<file path="config.mk">
export PLATFORM = sky130hd
export DESIGN_NAME = mem_bus_master_flat
export DESIGN_NICKNAME = d
export VERILOG_FILES = /design/src/rtl/mem_bus_master_if.sv /design/src/rtl/mem_bus_master.sv /design/src/flat_wrapper.sv
export SDC_FILE = /design/constraint.sdc
export NUM_CORES = 1
export LEC_CHECK = 0
export CAP_MARGIN = 0
export CORE_ASPECT_RATIO = 1.2
export CORE_MARGIN = 2
export CORE_UTILIZATION = 30
export CTS_CLUSTER_DIAMETER = 50
export DETAILED_ROUTE_END_ITERATION = 8
export GPL_ROUTABILITY_DRIVEN = 0
export PLACE_DENSITY = 0.69
export SETUP_SLACK_MARGIN = 0.5
export SLEW_MARGIN = 10
export SYNTH_ARGS = -nofsm -noshare
export SYNTH_HDL_FRONTEND = slang
export SYNTH_SLANG_ARGS = --single-unit
</file>
<file path="constraint.sdc">
create_clock -name clk -period 1.7 [get_ports clk]
set_clock_uncertainty 0.1 [all_clocks]
set_input_delay 0.255 -clock clk [delete_from_list [all_inputs] [get_ports clk]]
set_output_delay 0.255 -clock clk [all_outputs]
set_load 0.005 [all_outputs]
</file>
<file path="src/rtl/mem_bus_master_if.sv">
`default_nettype none
// ============================================================================
// Module      : mem_bus_master_if
// Description : Request/response handshake and memory-mapped bus signals
//               between the CPU datapath, mem_bus_master and the board-level
//               memory/IO decode. The master modport is the sequencer's view.
// Revision    : 1.0 - initial release
// ============================================================================
interface mem_bus_master_if #(
    parameter int ADDR_W = 9,
    parameter int DATA_W = 16
);
    // Datapath request channel
    logic              req_valid;
    logic              req_ready;
    logic              req_write;
    logic [ADDR_W-1:0] req_addr;
    logic [DATA_W-1:0] req_wdata;

    // Datapath response channel (no backpressure)
    logic              rsp_valid;
    logic [DATA_W-1:0] rsp_rdata;

    // Memory-mapped bus
    logic [1:0]        mem_cmd;
    logic [ADDR_W-1:0] mem_addr;
    logic [DATA_W-1:0] write_data;
    logic [DATA_W-1:0] read_data;

    modport master (
        input  req_valid, req_write, req_addr, req_wdata, read_data,
        output req_ready, rsp_valid, rsp_rdata, mem_cmd, mem_addr, write_data
    );

    modport slave (
        output req_valid, req_write, req_addr, req_wdata, read_data,
        input  req_ready, rsp_valid, rsp_rdata, mem_cmd, mem_addr, write_data
    );
endinterface
`default_nettype wire

</file>
<file path="src/rtl/mem_bus_master.sv">
`default_nettype none
// ============================================================================
// Module      : mem_bus_master
// Description : Turns single load/store requests into MREAD/MWRITE cycles on
//               the memory-mapped bus, holds MREAD for RD_WAIT+1 cycles,
//               captures read data and returns a one-cycle rsp_valid pulse.
//               Optional feature macro: MEM_REQBUF_EN adds a one-entry
//               request buffer so transactions can run back-to-back.
//               RD_WAIT legal range is 1..3 (2-bit read counter).
// Revision    : 1.0 - initial release
// ============================================================================
module mem_bus_master #(
    parameter int ADDR_W  = 9,
    parameter int DATA_W  = 16,
    parameter int RD_WAIT = 1
) (
    input  logic              clk,
    input  logic              reset,
    mem_bus_master_if.master  bus
);

    localparam logic [1:0] c_MNONE  = 2'b00;
    localparam logic [1:0] c_MREAD  = 2'b01;
    localparam logic [1:0] c_MWRITE = 2'b10;
    localparam logic [1:0] c_RD_CNT = 2'(RD_WAIT);

    typedef enum logic [1:0] {
        S_IDLE = 2'd0,
        S_WR   = 2'd1,
        S_RD   = 2'd2
    } state_t;

    state_t              state_q, state_d;
    logic [1:0]          cnt_q, cnt_d;
    logic [1:0]          mem_cmd_q, mem_cmd_d;
    logic [ADDR_W-1:0]   mem_addr_q, mem_addr_d;
    logic [DATA_W-1:0]   write_data_q, write_data_d;
    logic                rsp_valid_q, rsp_valid_d;
    logic [DATA_W-1:0]   rsp_rdata_q, rsp_rdata_d;

    logic                req_ready;
    logic                accept;
    logic                launch;
    logic                l_write;
    logic [ADDR_W-1:0]   l_addr;
    logic [DATA_W-1:0]   l_wdata;

`ifdef MEM_REQBUF_EN
    logic                buf_valid_q, buf_valid_d;
    logic                buf_write_q, buf_write_d;
    logic [ADDR_W-1:0]   buf_addr_q, buf_addr_d;
    logic [DATA_W-1:0]   buf_wdata_q, buf_wdata_d;
    logic                last_busy;

    // Buffer frees up only when the FSM launches its contents
    assign req_ready = ~buf_valid_q & ~reset;
    assign last_busy = (state_q == S_WR) || ((state_q == S_RD) && (cnt_q == 2'd0));
`else
    assign req_ready = (state_q == S_IDLE) & ~reset;
`endif

    assign accept = bus.req_valid & req_ready;

    // Next-state, launch selection and completion logic
    always_comb begin
        state_d      = state_q;
        cnt_d        = cnt_q;
        mem_addr_d   = mem_addr_q;
        write_data_d = write_data_q;
        rsp_valid_d  = 1'b0;
        rsp_rdata_d  = rsp_rdata_q;
        mem_cmd_d    = c_MNONE;
        launch       = 1'b0;
        l_write      = bus.req_write;
        l_addr       = bus.req_addr;
        l_wdata      = bus.req_wdata;
`ifdef MEM_REQBUF_EN
        buf_valid_d  = buf_valid_q;
        buf_write_d  = buf_write_q;
        buf_addr_d   = buf_addr_q;
        buf_wdata_d  = buf_wdata_q;
`endif

        unique case (state_q)
            S_IDLE: begin
                if (accept) begin
                    launch = 1'b1;
                end
            end
            S_WR: begin
                state_d     = S_IDLE;
                rsp_valid_d = 1'b1;
            end
            S_RD: begin
                if (cnt_q == 2'd0) begin
                    // Sample on the edge that ends the last MREAD cycle;
                    // whatever the bus shows is taken as-is.
                    state_d     = S_IDLE;
                    rsp_valid_d = 1'b1;
                    rsp_rdata_d = bus.read_data;
                end else begin
                    cnt_d = cnt_q - 2'd1;
                end
            end
            default: begin
                state_d = S_IDLE;
            end
        endcase

`ifdef MEM_REQBUF_EN
        if (last_busy) begin
            // Chain the next transaction without an MNONE gap: buffered
            // request first, otherwise one arriving in this very cycle.
            if (buf_valid_q) begin
                launch      = 1'b1;
                l_write     = buf_write_q;
                l_addr      = buf_addr_q;
                l_wdata     = buf_wdata_q;
                buf_valid_d = 1'b0;
            end else if (accept) begin
                launch = 1'b1;
            end
        end else if ((state_q != S_IDLE) && accept) begin
            buf_valid_d = 1'b1;
            buf_write_d = bus.req_write;
            buf_addr_d  = bus.req_addr;
            buf_wdata_d = bus.req_wdata;
        end
`endif

        if (launch) begin
            state_d      = l_write ? S_WR : S_RD;
            cnt_d        = c_RD_CNT;
            mem_addr_d   = l_addr;
            write_data_d = l_wdata;
        end

        // Bus command is registered alongside the state it encodes
        unique case (state_d)
            S_WR:    mem_cmd_d = c_MWRITE;
            S_RD:    mem_cmd_d = c_MREAD;
            default: mem_cmd_d = c_MNONE;
        endcase
    end

    // FSM, bus and response registers
    always_ff @(posedge clk or posedge reset) begin
        if (reset) begin
            state_q      <= S_IDLE;
            cnt_q        <= 2'd0;
            mem_cmd_q    <= c_MNONE;
            mem_addr_q   <= '0;
            write_data_q <= '0;
            rsp_valid_q  <= 1'b0;
            rsp_rdata_q  <= '0;
        end else begin
            state_q      <= state_d;
            cnt_q        <= cnt_d;
            mem_cmd_q    <= mem_cmd_d;
            mem_addr_q   <= mem_addr_d;
            write_data_q <= write_data_d;
            rsp_valid_q  <= rsp_valid_d;
            rsp_rdata_q  <= rsp_rdata_d;
        end
    end

`ifdef MEM_REQBUF_EN
    // One-entry request buffer
    always_ff @(posedge clk or posedge reset) begin
        if (reset) begin
            buf_valid_q <= 1'b0;
            buf_write_q <= 1'b0;
            buf_addr_q  <= '0;
            buf_wdata_q <= '0;
        end else begin
            buf_valid_q <= buf_valid_d;
            buf_write_q <= buf_write_d;
            buf_addr_q  <= buf_addr_d;
            buf_wdata_q <= buf_wdata_d;
        end
    end
`endif

    assign bus.req_ready  = req_ready;
    assign bus.rsp_valid  = rsp_valid_q;
    assign bus.rsp_rdata  = rsp_rdata_q;
    assign bus.mem_cmd    = mem_cmd_q;
    assign bus.mem_addr   = mem_addr_q;
    assign bus.write_data = write_data_q;

endmodule
`default_nettype wire

</file>
<file path="src/flat_wrapper.sv">
// flat-port wrapper written by rule: the top's interface ports become plain ports
module mem_bus_master_flat 
#(
    parameter int ADDR_W  = 9,
    parameter int DATA_W  = 16,
    parameter int RD_WAIT = 1
)
  (clk, reset, bus_req_valid, bus_req_write, bus_req_addr, bus_req_wdata, bus_read_data, bus_req_ready, bus_rsp_valid, bus_rsp_rdata, bus_mem_cmd, bus_mem_addr, bus_write_data);
  mem_bus_master_if #(.ADDR_W(ADDR_W), .DATA_W(DATA_W)) bus_i ();
  input  logic clk;
  input  logic reset;
  input wire logic [$bits(bus_i.req_valid)-1:0] bus_req_valid;
  input wire logic [$bits(bus_i.req_write)-1:0] bus_req_write;
  input wire logic [$bits(bus_i.req_addr)-1:0] bus_req_addr;
  input wire logic [$bits(bus_i.req_wdata)-1:0] bus_req_wdata;
  input wire logic [$bits(bus_i.read_data)-1:0] bus_read_data;
  output wire logic [$bits(bus_i.req_ready)-1:0] bus_req_ready;
  output wire logic [$bits(bus_i.rsp_valid)-1:0] bus_rsp_valid;
  output wire logic [$bits(bus_i.rsp_rdata)-1:0] bus_rsp_rdata;
  output wire logic [$bits(bus_i.mem_cmd)-1:0] bus_mem_cmd;
  output wire logic [$bits(bus_i.mem_addr)-1:0] bus_mem_addr;
  output wire logic [$bits(bus_i.write_data)-1:0] bus_write_data;
  assign bus_i.req_valid = bus_req_valid;
  assign bus_i.req_write = bus_req_write;
  assign bus_i.req_addr = bus_req_addr;
  assign bus_i.req_wdata = bus_req_wdata;
  assign bus_i.read_data = bus_read_data;
  assign bus_req_ready = bus_i.req_ready;
  assign bus_rsp_valid = bus_i.rsp_valid;
  assign bus_rsp_rdata = bus_i.rsp_rdata;
  assign bus_mem_cmd = bus_i.mem_cmd;
  assign bus_mem_addr = bus_i.mem_addr;
  assign bus_write_data = bus_i.write_data;
  mem_bus_master #(.ADDR_W(ADDR_W), .DATA_W(DATA_W), .RD_WAIT(RD_WAIT)) u_core (.clk(clk), .reset(reset), .bus(bus_i));
endmodule
</file>
==> impl_metrics.ini <==
[die]
initial_core_util_pct = 30.6
die_area_sq_um = 7110
boundaryPins = 90
placeableCoreArea_sq_um = 6330
rows = 32
die_width_microns = 77.3
die_y_microns = 92.0

[synthesis]
ys_warn_count = 0
yosysUniqueCellTypes = 22
synth.net_count = 222
syn_inst = 173
seq_area_frac_synth_pct = 62.1
synth_top_area_share_pct = 62.1
post-synth-top-area-cell = dfrtp_1
yosys_register_bits = 48
avgSynthCellArea_sq_um = 11.2
synth_area_sq_um = 1940
synthTopCellsByArea = dfrtp_1 (62%), nand2_1 (15%), mux2_4 (7.8%)

[cts]
cts_tree = yes
cts_max_level = 2
root_buffer = clkbuf_8
clk_latency_ns = 0.29
path_clk_slew_ns = 0.09
cts_buffers = 5
clock-sinks = 48
clock_path_buffers = 2
ctsHoldBuffers = 0

[grt]
grt_max_degree = 26
grtUsageMet3_pct = 4.43
use_met1_pct = 18.5
grt_pass1_vias = 1644
grt.met2_usage_pct = 23.4
grt_most_used_layer = met2
grt_pass1_wl_microns = 8040
gr-total-overflow = 0
antenna_found_initial = 0
gr-usage-all-layers_pct = 14.2

[critical_path]
crit_start = u_core.state_q[1]
cp.arrival_ns = 1.61
crit_type = reg -> reg
crit_chain = buf_4 -> ha_4 -> and2b_2 -> o211ai_1 -> o22ai_1
path_max_fanout = 4
start_kind = flip-flop
max_stage_delay_ns = 0.40
timing.rr.start = u_core.state_q[1]
timing.critical_path.buf_inv = 1
worstPathRequired_ns = 1.77
critPathCaptureType = flip-flop
critical_path.top_delay_family = flip-flops
cp_slowest_cell = dfrtp_1

[place]
hpwl_microns = 3270
io_buffers = 89
pre_cts_slack_ns = -0.0204

[route]
viasPerCell = 4.30
dr.pass1.iters = 3
num_vias = 1684
ant_nets = 0
routed_wl_microns = 5300
wl_per_cell_microns = 13.5
drc = 0
drt-initial-drc-count = 21

[min_path]
hold_path.class = in -> async

[timing]
hold_ws_ns = 0.370
rsz0062_at_grt = true
slew_viol_final = 0
fin_crit_ns = 1.54
setup_slack_ns = 0.162
hold_viol = 0
setup_viol = 0
worst_pin_slew_ns = 0.321
max_freq_mhz = 650
slew_headroom_pct = 78.6
finalCritPeriodShare_pct = 90.5

[final_layout]
final_cell_mix = nand2_1 (60), dfrtp_1 (48), buf_2 (45), clkdlybuf4s50_1 (44), buf_4 (30)
drive_gt1_share_pct = 46.6
area_delta_synth_final_pct = 73.8
final_common_cell = nand2_1
fin_util_pct = 53.2
diodes = 0
finalNetCount = 355

[power]
ir_drop_mv = 0.740
pwr_density_cell_nw_per_um2 = 1650
leakagePower_uw = 0.00177

[status]
outcome = completed

[run]
drv_cap = 0
-- registers in the layout, summed over array words and instances, names as in the netlist --
| name | flops |
|---|---|
| u_core.bus.mem_cmd | 2 |
| u_core.cnt_q | 2 |
| u_core.bus.rsp_rdata | 16 |
| u_core.bus.write_data | 16 |
| u_core.bus.mem_addr | 9 |
| u_core.state_q | 2 |
| u_core.bus.rsp_valid | 1 |
-- final timing paths --
path                                                 end  slack [ns]  cells after the start
worst max-delay path               u_core.bus.mem_cmd[0]        0.16                      5
worst min-delay path              u_core.bus.mem_addr[6]        0.37                      3
worst max register to register     u_core.bus.mem_cmd[0]        0.16                      5
worst min register to register  u_core.bus.write_data[7]        0.38                      2
max in group asynchronous        u_core.bus.rsp_rdata[0]        0.73                      4
min in group clk                u_core.bus.write_data[7]        0.38                      2
-- synthesized netlist by cell type (all sizes together) --
master	n
nor2	1
xnor2	1
clkbuf	2
o22ai	1
ha	4
dfrtp	48
nand2	79
inv	5
buf	5
o211ai	2
and3b	1
and2b	1
nor2b	2
a21oi	1
o21ai	2
a211oi	1
mux2	16
nand3b	1
-- report_power, final --
| group | internal (uW) | switching (uW) | leakage, uW |
|---|---|---|---|
| combinational | 1720 | 1140 | 0.00114 |
| sequential | 1710 | 287 | 0.000586 |
| clock | 331 | 371 | 0.0000445 |
| total | 3760 | 1800 | 0.00177 |
-- cell type report --
type	count	area [sq um]
Fill cell	632	2960
Tap cell	85	106
Timing Repair Buffer	132	1100
Clock inverter	1	7.51
Sequential cell	48	1200
Inverter	5	22.5
Multi-Input combinational cell	114	840
Clock buffer	7	86.3
-- layer usage --
| layer | vias up | part of all wire, % |
|---|---|---|
| met3 | 5 | 6.8 |
| met5 | - | 0 |
| met2 | 68 | 49 |
| met1 | 798 | 43 |
| li1 | 813 | - |
| met4 | 0 | 0.75 |
-- kinds of logic (layout without fill, tap and decap cells) --
family                     after synthesis  after routing  share of synthesized area, %
buffers and inverters                   12            145                          3.88
adders and majority gates                4              4                          2.59
and+or+nand+nor                         85             86                          17.5
AOI/OAI and AO/OA                        7              7                          2.26
muxes                                   16             16                          11.2
DFF                                     48             48                          62.1
xor gates and xnor gates                 1              1                         0.453
-- stage by stage --
step	cells	setup TNS (ns)	total power, uW	cell area, sq um
2_1_floorplan	173	0	3030	1980
3_3_place_gp	350	0	4420	3020
3_5_place_dp	350	-0.0822	4500	3020
4_1_cts	375	0	5140	3090
5_1_grt	392	0	5950	3360
6_report	392	0	5560	3360
-- repair_timing --
action | in CTS | in global routing
gates resized for setup | 197 | 29
pin swaps | 4 | 16
gates cloned | 2 | 2
buffers inserted | 15 | 15
setup endpoints to repair | 92 | 71
-- worst register-to-register path: cells and delay by family (launching register included) --
family,cells,cell delay (ns)
and+or+nand+nor,1,0.23
adders and majority gates,1,0.19
buffers and inverters,1,0.16
AOI/OAI and AO/OA,2,0.34
DFF,1,0.40
No activity file was read; power rests on OpenSTA's default activity.
